## src/rtl/is_rst_seq.sv

```systemverilog
// is_rst_seq: reset sequencer. Synchronises N_SRC active-low reset requests,
// stretches them to a minimum assertion width and then releases N_OUT
// active-low domain resets one by one, STEP cycles apart.
module is_rst_seq #(
  parameter int N_SRC       = 2,
  parameter int SYNC_STAGES = 2,
  parameter int MIN_ASSERT  = 16,
  parameter int N_OUT       = 3,
  parameter int STEP        = 4
) (
  input  logic             clk_i,
  input  logic             rst_i,
  input  logic [N_SRC-1:0] req_rstn_i,
  output logic [N_OUT-1:0] rstn_o,
  output logic             busy_o,
  output logic [N_SRC-1:0] cause_o
);

  localparam int CW = $clog2(MIN_ASSERT + 1);
  localparam int SW = (STEP > 1) ? $clog2(STEP) : 1;
  localparam int IW = (N_OUT > 1) ? $clog2(N_OUT) : 1;

  typedef enum logic [1:0] {
    ST_ASSERT  = 2'd0,
    ST_RELEASE = 2'd1,
    ST_RUN     = 2'd2
  } state_t;

  // Synchroniser chain; vld_q marks stages that hold real samples rather
  // than the zeros loaded by rst_i, so those zeros never show up in cause_o.
  logic [N_SRC-1:0]       sync_q [SYNC_STAGES];
  logic [SYNC_STAGES-1:0] vld_q;

  logic [N_SRC-1:0] req_vec;
  logic             req_act;
  logic             req_vld;

  state_t           state_q, state_d;
  logic [CW-1:0]    cnt_q, cnt_d;
  logic [SW-1:0]    step_q, step_d;
  logic [IW-1:0]    idx_q, idx_d;
  logic [N_OUT-1:0] rstn_q, rstn_d;
  logic [N_OUT-1:0] rel_mask;
  logic             busy_q, busy_d;
  logic [N_SRC-1:0] cause_q, cause_d;

  // Shift each request through its own flop chain into the clk_i domain
  always_ff @(posedge clk_i) begin
    if (rst_i) begin
      for (int s = 0; s < SYNC_STAGES; s++) sync_q[s] <= '0;
      vld_q <= '0;
    end else begin
      sync_q[0] <= req_rstn_i;
      for (int s = 1; s < SYNC_STAGES; s++) sync_q[s] <= sync_q[s-1];
      vld_q <= {vld_q[SYNC_STAGES-2:0], 1'b1};
    end
  end

  assign req_vec = ~sync_q[SYNC_STAGES-1];
  assign req_act = |req_vec;
  assign req_vld = vld_q[SYNC_STAGES-1];

  // Next-state, counters and output values of the sequencing FSM
  always_comb begin
    state_d  = state_q;
    cnt_d    = cnt_q;
    step_d   = step_q;
    idx_d    = idx_q;
    rstn_d   = rstn_q;
    cause_d  = cause_q;
    rel_mask = '0;
    for (int i = 0; i < N_OUT; i++) begin
      if (IW'(i) == idx_q) rel_mask[i] = 1'b1;
    end

    case (state_q)
      ST_ASSERT: begin
        rstn_d = '0;
        if (req_vld) cause_d = cause_q | req_vec;
        if (req_act) begin
          cnt_d = '0;
        end else if (cnt_q == CW'(MIN_ASSERT - 1)) begin
          state_d = ST_RELEASE;
          step_d  = '0;
          idx_d   = '0;
        end else begin
          cnt_d = cnt_q + CW'(1);
        end
      end
      ST_RELEASE: begin
        if (req_act) begin
          state_d = ST_ASSERT;
          cnt_d   = '0;
          rstn_d  = '0;
          cause_d = req_vld ? req_vec : '0;
        end else if (step_q == SW'(STEP - 1)) begin
          rstn_d = rstn_q | rel_mask;
          step_d = '0;
          idx_d  = idx_q + IW'(1);
          if (idx_q == IW'(N_OUT - 1)) state_d = ST_RUN;
        end else begin
          step_d = step_q + SW'(1);
        end
      end
      ST_RUN: begin
        rstn_d = '1;
        if (req_act) begin
          state_d = ST_ASSERT;
          cnt_d   = '0;
          rstn_d  = '0;
          cause_d = req_vld ? req_vec : '0;
        end
      end
      default: begin
        state_d = ST_ASSERT;
        cnt_d   = '0;
        rstn_d  = '0;
      end
    endcase

    busy_d = (state_d != ST_RUN);
  end

  // State and output registers; rst_i re-asserts everything
  always_ff @(posedge clk_i) begin
    if (rst_i) begin
      state_q <= ST_ASSERT;
      cnt_q   <= '0;
      step_q  <= '0;
      idx_q   <= '0;
      rstn_q  <= '0;
      busy_q  <= 1'b1;
      cause_q <= '0;
    end else begin
      state_q <= state_d;
      cnt_q   <= cnt_d;
      step_q  <= step_d;
      idx_q   <= idx_d;
      rstn_q  <= rstn_d;
      busy_q  <= busy_d;
      cause_q <= cause_d;
    end
  end

  assign rstn_o  = rstn_q;
  assign busy_o  = busy_q;
  assign cause_o = cause_q;

endmodule

```

## config.mk

```make
export PLATFORM = sky130hd
export DESIGN_NAME = is_rst_seq
export DESIGN_NICKNAME = d
export VERILOG_FILES = /design/src/rtl/is_rst_seq.sv
export SDC_FILE = /design/constraint.sdc
export NUM_CORES = 1
export LEC_CHECK = 0
export CAP_MARGIN = 30
export CORE_MARGIN = 2
export CORE_UTILIZATION = 55
export DETAILED_ROUTE_END_ITERATION = 8
export PLACE_DENSITY = 0.77
export REMOVE_ABC_BUFFERS = 1
export SLEW_MARGIN = 15
export SYNTH_ARGS = -nofsm -noshare
export SYNTH_HDL_FRONTEND = slang
export SYNTH_SLANG_ARGS = --single-unit
```

## constraint.sdc

```tcl
create_clock -name clk_i -period 1.95 [get_ports clk_i]
set_input_delay 0.39 -clock clk_i [delete_from_list [all_inputs] [get_ports clk_i]]
set_output_delay 0.39 -clock clk_i [all_outputs]
set_load 0.005 [all_outputs]
```

; ---- Word level (Yosys, flattened, before mapping)
; Memory sizes are Yosys's and may differ from the RTL's.
; Index checks and enable logic that the tools add are counted.
[op_classes]
bitwise = 5
n_eq_ne = 16
n_reduce_logical = 10
muxes = 36
add_sub_neg = 3
[ops]
columns = cell, n
row1 = $mux W2, 17
row2 = $mux W5, 3
row3 = $ne A2 B2 Y1 const B, 6
row4 = $pmux W2 S2, 3
row5 = $pmux W5 S2, 1
row6 = $mux W3, 3
row7 = $mux W1, 7
row8 = $eq A2 B2 Y1 const B, 3
row9 = $ne A3 B3 Y1 const B, 2
row10 = $pmux W2 S3, 1
row11 = $pmux W3 S2, 1
row12 = $add A5 B1 Y5 const B, 1
row13 = $eq A5 B4 Y1 const B, 1
row14 = $reduce_and A5 Y1, 1
row15 = $add A2 B1 Y2 const B, 2
row16 = $logic_not A2 Y1, 2
row17 = $reduce_and A4 Y1, 1
row18 = $reduce_bool A2 Y1, 2
row19 = $reduce_or A2 Y1, 2
row20 = $or A3 B3 Y3, 1
row21 = $reduce_and A3 Y1, 1
row22 = $eq A1 B2 Y1 const A, 1
row23 = $eq A2 B1 Y1 const B, 1
row24 = $eq A2 B2 Y1 const A, 1
row25 = 5 further kinds, 6
[totals]
ramBits = 4
regBits = 19
elab_cells = 80
mem_count = 1
output_inout_bits = 6
[mem_list]
columns = name, words, width, read_ports, rd_ports_with_merged_regs, wr, line
row1 = sync_q, 2, 2, 2, 0, 2, 31  ; logic [N_SRC-1:0] sync_q [SYNC_STAGES];

; ---- Longest topological paths before layout
[depth]
word_depth = 6
mapped_depth = 7
mapped_depth_nobuf = 7

; ---- Worst setup path before layout
; OpenSTA, ideal clock, no wires.
[synth_path]
path_type = register to register
start = register cnt_q[0]
end = register cnt_q[3]
setup_time_ps = 70
path_stages_with_launch = 8
arrival_ps = 1560
n_path_buf = 0
period_less_slack_ps = 1630
slack_ps = 320
path_cell_list = dfxtp_1 > ha_1 > and3_1 > ha_1 > nand4b_1 > nor4b_1 > a31oi_1 > a21oi_1
[synth_via]
elab_chain_cells = 4
elab_cells_between_ends = 7
classes_between = add/sub: 1 / eq/ne: 2 / mux: 3 / reduce/logical: 1
[synth_lines]
columns = item, line
row1 = start: declaration, 39  ; logic [CW-1:0] cnt_q, cnt_d;
row2 = start signal: assignment, 136  ; cnt_q <= cnt_d;
row3 = $add A5 B1 Y5, 87  ; cnt_d = cnt_q + CW'(1);
row4 = $mux W5, 82  ; end else if (cnt_q == CW'(MIN_ASSERT - 1)) begin
row5 = $mux W5, 80  ; if (req_act) begin
row6 = $pmux W5 S2, 76  ; case (state_q)
; Parallel ways exist; a longest one is shown, timed or not. The select of a mux whose other input is x is not followed.
; A chain may end at the register's enable or synchronous reset.

; ---- Final worst setup path
; Ends and elaborated chain as after synthesis.

==> run metrics <==
Yosys top cell by area=dfxtp_1; gr usage total=19.8%; Top-Level Pins=10; Synth top cells by count=23 x dfxtp_1, 12 x a21oi_1, 12 x nor2_1, 10 x ha_1, 10 x inv_1; ys async rst share=0%; sequential share of power=66.6%; core region area=around 1900 um2; power share of the combinational group=approximately 4%; Routability Congestion=roughly 0.8; DRT antenna net count=0; H-tree lvl count=1; Register Area=roughly 460 um2; Total Nets Final=about 150; Mapped Area=between 1000 and 1500 um2; relative slew slack=~72%; static leakage=around 0.47 nW; Die Width=48.6 um; vias per inst=5.38; Power Dens Cells=roughly 600 nW/um2; Clk network pwr share=about 29%; Starting Density=between 50 and 60%; Hold Path Class=flip-flop to flip-flop; number of I/O port buffers=9; root buffer cell=clkbuf_4; share of cells above drive strength 1=about 7.4%; final setup fails=0; Seq cells post-synth=23; Max Slew Vio Count=0; maximum number of pins on one net before global-route repair=13; number of max-cap violations=0; unrepaired setup endpoints after global routing=false; crit path DAT=approximately 2 ns; Synth Warn #=0; top cells by area, synth=dfxtp_1 42%, ha_1 11%, a21oi_1 5.5%; Worst Setup End Kind=flip-flop; final hold violation count=0; Placement Rows=16; hpwl dp=approximately 1.5 mm; Switching Power=~0.15 mW; clock latency at the later pin of the worst-skew pair=0.30 ns; sequential-to-total area share from yosys stat=42.2%; ys flop type=dfxtp_1; DIE AREA=about 2400 um2; Yosys cell types=33; TritonCTS clock tree=yes; DRC violations left=0; first-pass GRT wire length=roughly 3.7 mm; Fmax achieved=~570 MHz; crit path kind=flip-flop to flip-flop; CTS Buf Count=3; top cell type's share of synthesized area=42.2%; Req. time, crit path=2.19 ns; initial antenna violation count=0; DIE HEIGHT=48.6 um; design area=1250 um2; outcome=completed; average size of a mapped cell=~8.7 um2; maximum VDD drop=roughly 0.54 mV; final clock skew=0.00159 ns; most frequent cell after synthesis=dfxtp_1; area of the multi-input gates=between 500 and 600 um2; violation count after the first detailed-route iteration=15; Worst Tran Pin Value=0.423 ns; setup tns final=0 ns; Routed WL per cell=between 10 and 15 um; P_int=0.575 mW; Placed Area=roughly 1200 um2; Clock Path Buffers=2; filler instances=between 150 and 200; vias in the first global route=around 850; Worst setup SP type=flip-flop; Final Critical Period=1.75 ns; Routed WL=2.04 mm; Switching Share=roughly a fifth; EDFF count, synth=0; DRT Pass-1 Iters=4; GRT Residual Overflow=0; number of diodes=0; via count=around 880; post-synthesis cell count=roughly 130; # clock sinks=23; Reg clk slew, reported paths=between 0.1 and 0.15 ns; Critical Path Fanout Max=6; area growth from synthesis to layout=14.1%; final period utilization=~90%; Hold WS=about 0.45 ns
==> timing repair <==
action / 4_1_cts / 5_1_grt
resized for setup: 0 / 2
setup endpoints to repair: 0 / 1
setup buffers: 0 / 1
hold buffers: 0 / 0
==> area by class of cell <==
cell class | instances | area share, %
inverters | 10 | 3.01
clock buffers | 4 | 2.11
flip-flops and latches | 23 | 36.9
repair buffers | 11 | 8.43
multi-input cells | 88 | 46.8
well taps | 27 | 2.71
==> stage by stage <==
stage               total power [mW]  instances  worst slack [ns]  utilization, %
finish                         0.727        163             0.199            64.8
global route                   0.759        163            0.0502            64.8
CTS                            0.733        162             0.118            64.0
detailed placement             0.524        158             0.146            62.6
global placement               0.522        158             0.243            62.6
floorplan                      0.503        121             0.314               -
==> cell usage in the layout (no fill, tap or decap), drive strengths merged, types with 2 or more instances in the layout <==
master         instances
mux2i                  2
nand2b                 2
and2                   2
a21o                   2
nor2b                  5
nor3                   2
ha                    10
clkdlybuf4s50          9
and3                   4
a31oi                  3
o21ai                  9
nand2                  8
inv                   10
clkbuf                 4
dfxtp                 23
nor2                  12
a21oi                 13
nand4                  2
buf                    2
==> sequential cells by signal (all words and copies together), names as in the netlist <==
name	cells
busy_o	1
rstn_o	3
vld_q	2
step_q	2
cause_o	2
state_q	2
idx_q	2
cnt_q	5
sync_q	4
==> critical path, stage by stage, from the launching register on <==
cell	delay, ns
dfxtp_1	0.36
ha_1	0.23
and3_1	0.19
ha_2	0.20
nand4b_1	0.21
nor4b_2	0.28
a31oi_1	0.07
a21oi_1	0.15
==> power by group through the flow <==
stage	sequential (mW)	combinational, mW	clock (mW)
detailed placement	0.495	0.0291	0
floorplan	0.493	0.00974	0
global route	0.486	0.0325	0.241
CTS	0.484	0.0292	0.220
global placement	0.494	0.0280	0
finish	0.484	0.0288	0.214
==> path summary, 6_finish.rpt <==
path / to / cells past startpoint / slack, ns / startpoint
worst max-delay path: cnt_q[3] / 7 / 0.20 / cnt_q[0]
worst min-delay path: rstn_o[2] / 2 / 0.45 / rstn_o[2]
worst max register to register: cnt_q[3] / 7 / 0.20 / cnt_q[0]
worst min register to register: rstn_o[2] / 2 / 0.45 / rstn_o[2]
==> per-layer routing <==
layer / wire (um) / vias to the layer above / GRT usage [%]
met5: 0 / - / 0
met3: 43 / 5 / 4.01
met2: 968 / 11 / 33.3
li1: - / 455 / -
met1: 989 / 406 / 24.0
met4: 38 / 0 / 10.0
==> kinds of logic (layout without fill, tap and decap cells) <==
kind of cell | after synthesis | after routing | synth area share, %
compound gates | 32 | 32 | 17.4
mux | 3 | 3 | 2.86
flops | 23 | 23 | 42.2
simple gates | 43 | 43 | 20.8
fa+ha+maj | 10 | 10 | 11.5
buf+inv | 14 | 25 | 5.27
(Power assumes the default switching activity.)
